<file path="src/rtl/packer_if.sv">
// packer_if: operand/result handshake bundle for the packer.
//   in_data   Q2.30 operand           in_valid / in_ready   operand handshake
//   out_data  IEEE-754 single result  out_valid / out_ready result handshake
//   master modport drives operands and accepts results; slave is the packer side.
interface packer_if;
    logic [31:0] in_data;
    logic        in_valid;
    logic        in_ready;
    logic [31:0] out_data;
    logic        out_valid;
    logic        out_ready;
    modport master (output in_data, in_valid, out_ready, input in_ready, out_data, out_valid);
    modport slave  (input in_data, in_valid, out_ready, output in_ready, out_data, out_valid);
endinterface

</file>
<file path="src/rtl/packer.sv">
// packer: converts one signed Q2.30 fixed-point value to IEEE-754 single precision.
//   clk    rising-edge clock
//   reset  asynchronous active-high reset; discards any operand in flight
//   bus    packer_if.slave: in_data/in_valid/in_ready, out_data/out_valid/out_ready
// Define PACKER_ROUND_EN for round-to-nearest-even; otherwise the significand is truncated.
module packer (
    input  logic     clk,
    input  logic     reset,
    packer_if.slave  bus
);
    typedef enum logic [2:0] {IDLE, ABS, NORM, ROUND, OUT} state_t;
    state_t      state, state_n;
    logic [31:0] mag, abs_mag, data_q;
    logic        sign, inc;
    logic [5:0]  s;
    logic [7:0]  exp_b, exp_r;
    logic [24:0] sig_r;

    // In ABS, mag still holds the raw operand; 0x80000000 negates to itself.
    assign abs_mag       = mag[31] ? -mag : mag;
    assign bus.in_ready  = state == IDLE;
    assign bus.out_valid = state == OUT;
    assign bus.out_data  = data_q;
    assign exp_b         = 8'd128 - {2'b00, s};
`ifdef PACKER_ROUND_EN
    assign inc = mag[7] & (|mag[6:0] | mag[8]);
`else
    assign inc = 1'b0;
`endif
    // A carry out of the 24-bit significand leaves a zero fraction and bumps the exponent.
    assign sig_r = {1'b0, mag[31:8]} + {24'd0, inc};
    assign exp_r = exp_b + {7'd0, sig_r[24]};

    always_comb begin
        state_n = state;
        case (state)
            IDLE:    state_n = bus.in_valid ? ABS : IDLE;
            ABS:     state_n = abs_mag == 32'd0 ? OUT : abs_mag[31] ? ROUND : NORM;
            NORM:    state_n = mag[30] ? ROUND : NORM;
            ROUND:   state_n = OUT;
            OUT:     state_n = bus.out_ready ? IDLE : OUT;
            default: state_n = IDLE;
        endcase
    end

    always_ff @(posedge clk or posedge reset) begin
        if (reset)
            state <= IDLE;
        else
            state <= state_n;
    end

    always_ff @(posedge clk or posedge reset) begin
        if (reset) begin
            mag    <= 32'd0;
            s      <= 6'd0;
            sign   <= 1'b0;
            data_q <= 32'd0;
        end else begin
            case (state)
                IDLE: if (bus.in_valid) mag <= bus.in_data;
                ABS: begin
                    sign <= mag[31];
                    mag  <= abs_mag;
                    s    <= 6'd0;
                    if (abs_mag == 32'd0) data_q <= 32'd0;
                end
                NORM: begin
                    mag <= mag << 1;
                    s   <= s + 6'd1;
                end
                ROUND: data_q <= {sign, exp_r, sig_r[22:0]};
                default: ;
            endcase
        end
    end
endmodule

</file>
<file path="src/flat_wrapper.sv">
// flat-port wrapper written by rule: the top's interface ports become plain ports
module packer_flat 
  (clk, reset, bus_in_data, bus_in_valid, bus_out_ready, bus_in_ready, bus_out_data, bus_out_valid);
  packer_if bus_i ();
  input  logic clk;
  input  logic reset;
  input wire logic [$bits(bus_i.in_data)-1:0] bus_in_data;
  input wire logic [$bits(bus_i.in_valid)-1:0] bus_in_valid;
  input wire logic [$bits(bus_i.out_ready)-1:0] bus_out_ready;
  output wire logic [$bits(bus_i.in_ready)-1:0] bus_in_ready;
  output wire logic [$bits(bus_i.out_data)-1:0] bus_out_data;
  output wire logic [$bits(bus_i.out_valid)-1:0] bus_out_valid;
  assign bus_i.in_data = bus_in_data;
  assign bus_i.in_valid = bus_in_valid;
  assign bus_i.out_ready = bus_out_ready;
  assign bus_in_ready = bus_i.in_ready;
  assign bus_out_data = bus_i.out_data;
  assign bus_out_valid = bus_i.out_valid;
  packer u_core (.clk(clk), .reset(reset), .bus(bus_i));
endmodule
</file>
<file path="config.mk">
export PLATFORM = sky130hd
export DESIGN_NAME = packer_flat
export DESIGN_NICKNAME = d
export VERILOG_FILES = /design/src/rtl/packer_if.sv /design/src/rtl/packer.sv /design/src/flat_wrapper.sv
export SDC_FILE = /design/constraint.sdc
export NUM_CORES = 1
export LEC_CHECK = 0
export CAP_MARGIN = 0
export CORE_AREA = 2 2 100 102
export DETAILED_ROUTE_END_ITERATION = 8
export DIE_AREA = 0 0 102 104
export PLACE_DENSITY = 0.79
export SLEW_MARGIN = 15
export SYNTH_ARGS = -nofsm -noshare
export SYNTH_HDL_FRONTEND = slang
export SYNTH_SLANG_ARGS = --single-unit
</file>
<file path="constraint.sdc">
create_clock -name clk -period 4.7 [get_ports clk]
set_input_delay 0.47 -clock clk [delete_from_list [all_inputs] [get_ports clk]]
set_output_delay 0.47 -clock clk [all_outputs]
set_load 0.005 [all_outputs]
</file>
==> key figures, run 1 <==
Outcome
  – Status: completed

Power
  – Worst IR drop on VDD: 0.6361 mV
  – P_leak: 0.002424 uW
  – PwrDens: 725.4 mW/mm2

Global route
  – Vias in the first global route: 4839
  – Total track usage: 0.3140
  – Largest net degree at the start of global routing: 63
  – Wire length of the first global-routing pass: 25.99 mm
  – Total gr overflow: 0
  – Grt met1 use: 0.4081
  – Layer with the highest usage: met2
  – Met3 Track Usage GR: 0.06989
  – Met2 GRT Util: 0.5038
  – Antenna violations before repair: 0

STA
  – Final Cycle Share: 0.8044
  – Clk_skew: 13.07 ps
  – Fin Setup TNS: 0 ps
  – Min cycle time layout: 3781 ps
  – Final Max Slew Viols: 0
  – Hold slack final: 501.1 ps
  – Count of final hold-check violations: 0
  – Fmax: 0.2645 GHz
  – Final setup viols: 0
  – RSZ-0062 raised after global routing: no
  – Worst-Margin Slew: 743.1 ps
  – Final WS setup: 919.5 ps
  – Worst slew margin: 0.5008

Clocking
  – Hold-fix buffers at CTS: 0
  – Post-CTS Setup Inserts: 0
  – CTS buffer count: 9
  – Later-pin clock latency in the skew report: 370 ps
  – Reg clk slew, reported paths: 90 ps
  – Clock buffer depth: 2
  – H-tree depth: 3
  – PostCTS Resize Cnt: 0
  – Clock sinks: 74
  – CTS tree: built
  – Root Driver: clkbuf_8

Route
  – Routed len/inst: 20.74 um
  – Final ANT Viol Nets: 0
  – Post-Route WL: 16.03 mm
  – DRT iter0 DRCs: 384
  – # DRC: 0
  – Via density: 6.468
  – Router iterations before antenna repair: 5
  – Vias: 5000

Placement
  – Setup WS pre-CTS: 794.3 ps
  – HPWL Detailed: 11.28 mm
  – Port Buf Inserts: 69
  – Placer Congestion: 1.042

Critical path
  – Critical Path End Type: register
  – WS Path Type: reg -> reg
  – Slowest CP cell: or4_4
  – Max stage delay on crit path: 660 ps
  – CP Max Fanout: 32
  – CP Launch Type: register
  – Setup slack, reg-to-reg: 920 ps
  – Critical-path cell list: or4_4 -> nor3_4 -> nand4_1 -> o41ai_1 -> xor2_1 -> nor3b_1 -> and4_2 -> buf_12 -> nor2_1
  – Arr. time, crit path: 4030 ps
  – CP required: 4950 ps

Floorplanning
  – CORE AREA: 0.009549 mm2
  – Starting Density: 0.5406
  – Ports: 70
  – FP Rows: 36
  – Total die area: 0.01061 mm2
  – Die Span X: 102 um
  – Die height: 104 um

Logic synthesis
  – Yosys warnings: 0
  – Post-Synthesis Cells: 602
  – Post-Syn Nets: 641
  – Synth unique cells: 60
  – Ys async rst share: 1.000
  – Synth top area share: 0.3587
  – Syn Area/Cell: 8.576 um2
  – Mapped Area: 0.005162 mm2
  – Synth area leaders: dfrtp_1, nor2_4, o21ai_0, mux2i_1, a21oi_1
  – Yosys reg bits: 74
  – Main flop type after synthesis: dfrtp_1
  – Post-synth EDFFs: 0
  – Seq/Total Area, Yosys: 0.3587
  – Post-synth top area cell: dfrtp_1

Hold path
  – Hold/Removal Path Class: reg -> reg

Final layout
  – Layout cells sized above 1: 0.1156
  – Filler cell count: 861
  – Reg area: 0.001852 mm2
  – Synth-to-layout area growth: 17.38%
  – Final net count: 674
  – Ant diodes: 0
  – Footprint of the multi-input gates: 0.002977 mm2

Job
  – Max-Cap Viols: 0
-- layout by cell type, fill, tap and decap left out, types with 10 or more instances in the layout --
| cell type | n |
|---|---|
| nor2_1 | 54 |
| dfrtp_1 | 74 |
| inv_1 | 12 |
| clkdlybuf4s50_1 | 69 |
| or3_1 | 11 |
| nor3_1 | 31 |
| o21ai_0 | 55 |
| nor4_1 | 14 |
| a221oi_1 | 19 |
| nand4_1 | 10 |
| nand2_1 | 33 |
| a21oi_1 | 42 |
| buf_4 | 13 |
| mux2i_1 | 23 |
| nor2_4 | 29 |
| nand3_1 | 12 |
-- state kept, by name, indices dropped and copies added, names as in the netlist --
register and cells:
u_core.bus.out_data 32, u_core.s 6, u_core.sign 1, u_core.state 3
u_core.mag 32
-- cells by family (layout without fill, tap and decap cells) --
kind of cell,count (synthesis),in the layout,synth area share
AOI/OAI and AO/OA,180,180,0.2256
xor gates and xnor gates,14,14,0.02375
adders and majority gates,3,3,0.007272
buffers and inverters,74,112,0.06932
DFF,74,74,0.3587
muxes,23,23,0.04460
and+or+nand+nor,234,234,0.2707
-- metrics by stage --
stage	utilization	std cells	area [um2]	total power, uW
after floorplan	-	602	5162	2971
after global placement	0.6122	757	5846	3750
after detailed placement	0.6122	757	5846	3822
after CTS	0.6339	773	6053	4367
after global routing	0.6346	773	6060	4725
final	0.6346	773	6060	4396
-- routing by layer --
layer  routed length [um]  part of all wire  vias up
li1                     -                 -     2298
met1                 6606              0.41     2408
met2                 7794              0.49      247
met3                 1084             0.068       47
met4                  547             0.034        0
met5                    0                 0        -
-- path summary, 6_finish.rpt --
check	startpoint	end	depth (start not counted)
setup / recovery	u_core.mag[2]$_DFFE_PP0P_	u_core.bus.out_data[30]$_DFFE_PP0P_	9
hold reg to reg	u_core.sign$_DFFE_PP0P_	u_core.sign$_DFFE_PP0P_	2
max in group asynchronous	reset	u_core.mag[25]$_DFFE_PP0P_	3
hold / removal	u_core.sign$_DFFE_PP0P_	u_core.sign$_DFFE_PP0P_	2
setup reg to reg	u_core.mag[2]$_DFFE_PP0P_	u_core.bus.out_data[30]$_DFFE_PP0P_	9
min in group asynchronous	reset	u_core.bus.out_data[12]$_DFFE_PP0P_	2
-- power by group --
group / switching, uW / internal (uW) / leakage, uW
logic: 1390 / 1040 / 0.00139
clock network: 284 / 256 / 0.000103
registers: 493 / 927 / 0.000931
total: 2170 / 2230 / 0.00242
-- synth_stat cells, types with 3 or more instances --
cell type,number
a222oi_1,8
nand2b_1,5
mux2i_1,23
buf_6,4
buf_12,3
nor3b_1,6
nand4_1,10
clkbuf_1,47
xor2_1,6
xnor2_1,8
buf_1,6
nor2_1,55
a21oi_1,42
o22ai_1,7
nor3_1,31
o31ai_1,8
or4_1,6
o41ai_1,5
inv_1,13
dfrtp_1,74
nand3_1,12
nor4_1,15
o21a_1,9
or3_1,11
nor4b_1,3
nor2_4,29
a221oi_1,19
a31oi_1,6
ha_1,3
nand2_1,33
o21ai_0,55
-- cell type report --
| cell class | instances | share of cell area |
|---|---|---|
| flip-flops and latches | 74 | 0.3056 |
| repair buffers | 83 | 0.1334 |
| well taps | 133 | 0.02746 |
| multi-input cells | 454 | 0.4912 |
| clock buffers | 9 | 0.02044 |
| clock inverters | 7 | 0.01383 |
| inverters | 13 | 0.008053 |
-- worst max-delay path, delay by kind of cell, from the launching register on --
family | cells | cell delay, ps
AND/OR/NAND/NOR | 6 | 2050
AO/OA/AOI/OAI | 1 | 530
flip-flops | 1 | 490
buffers and inverters | 1 | 320
XOR/XNOR | 1 | 240
No activity file was read; power rests on OpenSTA's default activity.
==> run 2: changes to the inputs <==
==> constraint.sdc (replaced) <==
create_clock -name clk -period 3.7 [get_ports clk]
set_input_delay 0.37 -clock clk [delete_from_list [all_inputs] [get_ports clk]]
set_output_delay 0.37 -clock clk [all_outputs]
set_load 0.005 [all_outputs]
==> run 2 against run 1 <==
Effect of this change: global-route usage up 0.93 points; die area unchanged; highest routed layer unchanged; count of clock-buffer cells in the layout up 1.
==> key figures, run 2 (synthesis results as in run 1) <==
Outcome
  – Status: completed

Clocking
  – Reg clk slew, reported paths: 90 ps (about the same)
  – CTS buffer count: 9 (unchanged)
  – Later-pin clock latency in the skew report: 360 ps (about the same)
  – H-tree depth: 3 (unchanged)
  – Clock sinks: 74 (unchanged)
  – Hold-fix buffers at CTS: 0 (unchanged)
  – CTS tree: built
  – Clock buffer depth: 2 (unchanged)
  – Root Driver: clkbuf_8

Global route
  – Largest net degree at the start of global routing: 46 (-27%)
  – Vias in the first global route: 5230 (+8.1%)
  – Wire length of the first global-routing pass: 27.08 mm (+4.2%)
  – Total track usage: 0.3232 (+0.009255)
  – Total gr overflow: 0 (unchanged)
  – Antenna violations before repair: 0 (unchanged)

STA
  – Final Max Slew Viols: 0 (unchanged)
  – Min cycle time layout: 3465 ps (-315.9 ps)
  – Count of final hold-check violations: 0 (unchanged)
  – Final setup viols: 0 (unchanged)
  – Worst-Margin Slew: 829.5 ps (+86.40 ps)
  – Worst slew margin: 0.4470 (-0.05379)
  – Fin Setup TNS: 0 ps (unchanged)
  – Final Cycle Share: 0.9364 (+0.1320)
  – Fmax: 0.2886 GHz (+9.1%)
  – Hold slack final: 469.3 ps (-31.80 ps)
  – Clk_skew: 18.99 ps (+5.926 ps)

Route
  – Via density: 6.289 (-2.8%)
  – Post-Route WL: 16.66 mm (+3.9%)
  – DRT iter0 DRCs: 445 (+16%)
  – Routed len/inst: 20.49 um (-1.2%)
  – Router iterations before antenna repair: 5 (unchanged)
  – Final ANT Viol Nets: 0 (unchanged)
  – # DRC: 0 (unchanged)
  – Vias: 5113 (+2.3%)

Critical path
  – Reg2Reg Capture Point: u_core.bus.out_data[5]$_DFFE_PP0P_
  – Critical Path End Type: register
  – Critical Path End: u_core.bus.out_data[5]$_DFFE_PP0P_
  – R2R Path Start: u_core.mag[2]$_DFFE_PP0P_
  – CP Max Fanout: 14 (-56%)
  – WS Path Type: reg -> reg
  – CP Launch Type: register
  – Setup slack, reg-to-reg: 240 ps (-680 ps)
  – Worst setup startpoint: u_core.mag[2]$_DFFE_PP0P_
  – CP required: 3940 ps (-1010 ps)
  – Arr. time, crit path: 3700 ps (-330 ps)
  – Reg2Reg Depth: 10 (+1)

Power
  – Worst IR drop on VDD: 0.6208 mV (-2.4%)
  – P_leak: 0.002620 uW (+8.1%)
  – PwrDens: 922.4 mW/mm2 (+27%)
  – Total power draw: 5902 uW (+34%)

Floorplanning
  – Ports: 70 (unchanged)
  – Die height: 104 um (unchanged)
  – CORE AREA: 0.009549 mm2 (unchanged)
  – Total die area: 0.01061 mm2 (unchanged)
  – Die Span X: 102 um (unchanged)
  – Starting Density: 0.5406 (unchanged)
  – FP Rows: 36 (unchanged)

Hold path
  – Hold/Removal Path Class: in -> async

Final layout
  – Synth-to-layout area growth: 23.95%
  – Footprint of the multi-input gates: 0.002978 mm2 (about the same)
  – Ant diodes: 0 (unchanged)
  – Most frequent cells in the layout: dfrtp_1, clkdlybuf4s50_1, o21ai_0
  – Reg area: 0.001856 mm2 (+0.20%)
  – Non-Filler Instances: 813 (+5.2%)
  – Layout cells sized above 1: 0.1706 (+0.05496)
  – Most common cell after layout, fill and taps aside: dfrtp_1
  – Filler cell count: 827 (-3.9%)
  – Final net count: 714 (+5.9%)

Job
  – Max-Cap Viols: 0 (unchanged)

Placement
  – Placed cell count: 797 (+5.3%)
  – Placer Congestion: 0.9653 (-7.4%)
  – HPWL Detailed: 12.04 mm (+6.8%)
  – Port Buf Inserts: 69 (unchanged)
run 2: layout make-up:
class | count | share of cell area
well taps | 133 | 0.02601
inverters | 13 | 0.007626
clock buffers | 10 | 0.01995
clock inverters | 6 | 0.01388
flip-flops and latches | 74 | 0.2900
repair buffers | 123 | 0.1772
multi-input cells | 454 | 0.4654
run 2: power breakdown:
| part | switching, uW | internal [uW] |
|---|---|---|
| Sequential | 474 | 1180 |
| Clock | 334 | 381 |
| Combinational | 2000 | 1530 |
| Total | 2810 | 3100 |
run 2: timing repair:
action	CTS	global route
resized for setup	0	5
endpoints found under the setup margin	0	34
buffers inserted	0	0
run 2: worst min-delay path by stage:
stage	from	endpoint	slack (ps)	cells after the start
floorplan	u_core.sign$_DFFE_PP0P_	u_core.sign$_DFFE_PP0P_	450	2
global placement	u_core.sign$_DFFE_PP0P_	u_core.sign$_DFFE_PP0P_	470	2
detailed placement	u_core.sign$_DFFE_PP0P_	u_core.sign$_DFFE_PP0P_	500	2
CTS	reset	u_core.bus.out_data[12]$_DFFE_PP0P_	490	2
global route	u_core.sign$_DFFE_PP0P_	u_core.sign$_DFFE_PP0P_	530	2
finish	reset	u_core.bus.out_data[7]$_DFFE_PP0P_	470	2
run 2: through the flow:
| stage | util | instance area [um2] | worst slack (ps) |
|---|---|---|---|
| 3_5_place_dp | 0.6462 | 6171 | 181.6 |
| 5_1_grt | 0.6701 | 6399 | -0.4583 |
| 4_1_cts | 0.6689 | 6387 | 162.9 |
| 6_report | 0.6701 | 6399 | 235.4 |
| 3_3_place_gp | 0.6462 | 6171 | 232.3 |
| 2_1_floorplan | - | 5162 | 345.5 |
run 2: critical path, cell delays in order, from the launching register on:
cell and delay, ps:
dfrtp_2 470, or4_4 640, nor3_4 330, buf_4 200, nand4_1 180, o41ai_1 480
xor2_1 230, nor3b_1 230, and4_4 310, buf_12 210, nor2_4 50
run 2: routing by layer:
metal  vias up  GRT usage  share of wire
li1       2380          -              -
met1      2472     0.4345           0.42
met2       226     0.5235           0.49
met3        35    0.04503          0.067
met4         0     0.1248          0.021
met5         -          0              0
==> run 3: changes to the inputs <==
--- a/config.mk
+++ b/config.mk
@@ -6,10 +6,10 @@
 export NUM_CORES = 1
 export LEC_CHECK = 0
 export CAP_MARGIN = 0
-export CORE_AREA = 2 2 100 102
+export CORE_AREA = 2 2 129 81
 export DETAILED_ROUTE_END_ITERATION = 8
-export DIE_AREA = 0 0 102 104
-export PLACE_DENSITY = 0.79
+export DIE_AREA = 0 0 131 83
+export PLACE_DENSITY = 0.78
 export SLEW_MARGIN = 15
 export SYNTH_ARGS = -nofsm -noshare
 export SYNTH_HDL_FRONTEND = slang
==> run 3 against run 2 <==
Effect of this change: cell area up 0.68%; clock skew down 11 ps; register-to-register slack worse by 70 ps; non-clock buffer count down 11; utilization down 0.14 points; total power up 4.1%; clock power up 40%; maximum frequency down 2.0%; wire length down 1.7%; die area up 2.5%; largest power group unchanged.
==> key figures, run 3 (synthesis results as in run 1) <==
Job
  – Max-Cap Viols: 0 (unchanged)

Placement
  – Placed cell count: 788 (-1.1%)
  – Port Buf Inserts: 69 (unchanged)
  – Placed Area: 0.006103 mm2 (-1.1%)
  – Placer Congestion: 1.025 (+6.2%)
  – HPWL Detailed: 11.64 mm (-3.3%)

Hold path
  – Hold Startpoint: u_core.sign$_DFFE_PP0P_
  – Hold/Removal Path Class: reg -> reg
  – Hold path cells: 2
  – Hold Path Sink: u_core.sign$_DFFE_PP0P_

Clocking
  – Later-pin clock latency in the skew report: 340 ps (-20 ps)
  – Hold-fix buffers at CTS: 0 (unchanged)
  – Post-CTS Setup Inserts: 0 (unchanged)
  – CTS buffer count: 9 (unchanged)
  – Clock buffer depth: 2 (unchanged)
  – Reg clk slew, reported paths: 60 ps (-30 ps)
  – Root Driver: clkbuf_16
  – CTS tree: built
  – Clock sinks: 74 (unchanged)
  – PostCTS Resize Cnt: 0 (unchanged)
  – H-tree depth: 3 (unchanged)

STA
  – Count of final hold-check violations: 0 (unchanged)
  – Worst-Margin Slew: 824.9 ps (-4.604 ps)
  – Final setup viols: 0 (unchanged)
  – Final Max Slew Viols: 0 (unchanged)
  – Min cycle time layout: 3534 ps (+69.29 ps)
  – Final Cycle Share: 0.9551 (+0.01873)
  – Fin Setup TNS: 0 ps (unchanged)
  – Worst slew margin: 0.4493 (+0.002267)
  – RSZ-0062 raised after global routing: no
  – Clk_skew: 7.615 ps (-11.38 ps)
  – Fmax: 0.2830 GHz (-2.0%)

Critical path
  – Arr. time, crit path: 3760 ps (+60 ps)
  – Worst Path Buf+Inv: 3 (+1)
  – Setup slack, reg-to-reg: 170 ps (-70 ps)
  – CP top delay family: simple AND/OR/NAND/NOR gates
  – Reg2Reg Depth: 12 (+2)
  – CP Launch Type: register
  – R2R Path Start: u_core.mag[0]$_DFFE_PP0P_
  – CP Max Fanout: 12 (-2)
  – Slowest CP cell: o31ai_1
  – Critical Path End Type: register
  – Most used cell, CP: nor3b_1
  – Reg2Reg Capture Point: u_core.bus.out_data[30]$_DFFE_PP0P_
  – Critical-path cell list: inv_1 -> ha_1 -> nor3b_1 -> buf_4 -> nand4_1 -> o31ai_1 -> nor3b_1 -> o21ai_0 -> nor4_1 -> and4_2 -> buf_12 -> nor2_1
  – Max stage delay on crit path: 570 ps (-70 ps)
  – CP required: 3930 ps (about the same)
  – WS Path Type: reg -> reg

Global route
  – Grt met1 use: 0.4626 (+0.02806)
  – Total track usage: 0.3062 (-0.01703)
  – Met3 Track Usage GR: 0.07925 (+0.03423)
  – Layer with the highest usage: met1
  – Largest net degree at the start of global routing: 63 (+37%)
  – Met2 GRT Util: 0.4319 (-0.09156)
  – Total gr overflow: 0 (unchanged)
  – Wire length of the first global-routing pass: 26.09 mm (-3.6%)
  – Antenna violations before repair: 0 (unchanged)
  – Vias in the first global route: 4969 (-5.0%)

Final layout
  – Filler cell count: 782 (-5.4%)
  – Reg area: 0.001852 mm2 (-0.20%)
  – Synth-to-layout area growth: 24.79%
  – Ant diodes: 0 (unchanged)
  – Layout cells sized above 1: 0.1510 (-0.01962)
  – Layout Utilization: 0.6687 (-0.001372)
  – Design area: 0.006442 mm2 (+0.68%)
  – Non-Filler Instances: 804 (-1.1%)
  – Most common cell after layout, fill and taps aside: dfrtp_1
  – Most frequent cells in the layout: dfrtp_1, clkdlybuf4s50_1, o21ai_0
  – Final net count: 703 (-1.5%)
  – Footprint of the multi-input gates: 0.002970 mm2 (-0.25%)

Floorplanning
  – Total die area: 0.01087 mm2 (+2.5%)
  – Ports: 70 (unchanged)
  – Starting Density: 0.5358 (-0.004774)
  – FP Rows: 28 (-22%)
  – Die Span X: 131 um (+28%)
  – CORE AREA: 0.009634 mm2 (+0.89%)
  – Die height: 83 um (-20%)

Route
  – # DRC: 0 (unchanged)
  – Post-Route WL: 16.38 mm (-1.7%)
  – Final ANT Viol Nets: 0 (unchanged)
  – Router iterations before antenna repair: 6 (+1)
  – Via density: 6.511 (+3.5%)
  – DRT iter0 DRCs: 579 (+30%)
  – Vias: 5235 (+2.4%)
  – Routed len/inst: 20.38 um (-0.55%)

Power
  – P_leak: 0.002636 uW (+0.58%)
  – Worst IR drop on VDD: 0.7654 mV (+23%)
  – PwrDens: 953.4 mW/mm2 (+3.4%)

Outcome
  – Status: completed
==> run 3: worst max-delay path by stage <==
stage	slack [ps]	cells past startpoint	start	end
floorplan	350	13	u_core.mag[2]$_DFFE_PP0P_	u_core.bus.out_data[10]$_DFFE_PP0P_
detailed placement	240	9	u_core.mag[12]$_DFFE_PP0P_	u_core.bus.out_data[30]$_DFFE_PP0P_
global route	20	9	u_core.mag[12]$_DFFE_PP0P_	u_core.bus.out_data[15]$_DFFE_PP0P_
CTS	230	9	u_core.mag[12]$_DFFE_PP0P_	u_core.bus.out_data[30]$_DFFE_PP0P_
finish	170	12	u_core.mag[0]$_DFFE_PP0P_	u_core.bus.out_data[30]$_DFFE_PP0P_
global placement	300	9	u_core.mag[12]$_DFFE_PP0P_	u_core.bus.out_data[31]$_DFFE_PP0P_
==> run 3: where the power goes <==
group	switching, uW	internal (uW)
clock network	350	649
registers	527	1180
logic	1960	1470
==> run 3: stage by stage <==
step	power (uW)	hold WS [ps]	setup WS [ps]
2_1_floorplan	3775	446.3	345.5
3_3_place_gp	4917	468.5	302.5
3_5_place_dp	5039	468.3	240.2
4_1_cts	6055	481.9	234.6
5_1_grt	6519	515.9	20.81
6_report	6142	485.4	166.1
==> run 3: worst reg2reg max path: stages, from the launching register on <==
cell and delay (ps):
dfrtp_1 400, inv_1 120, ha_1 220, nor3b_1 200, buf_4 210, nand4_1 180
o31ai_1 570, nor3b_1 440, o21ai_0 180, nor4_1 250, and4_2 370, buf_12 210
nor2_1 70
==> run 3: routing by layer <==
metal	wire (um)	up-vias
li1	-	2364
met1	7422	2523
met2	6973	313
met3	1728	35
met4	258	0
met5	0	-
==> run 3: layout make-up <==
cell class                      instances  area share
Multi-Input combinational cell        454      0.4611
Sequential cell                        74      0.2874
Timing Repair Buffer                  112      0.1651
Clock buffer                           13     0.04195
Tap cell                              135     0.02622
Clock inverter                          3     0.01068
Inverter                               13    0.007574
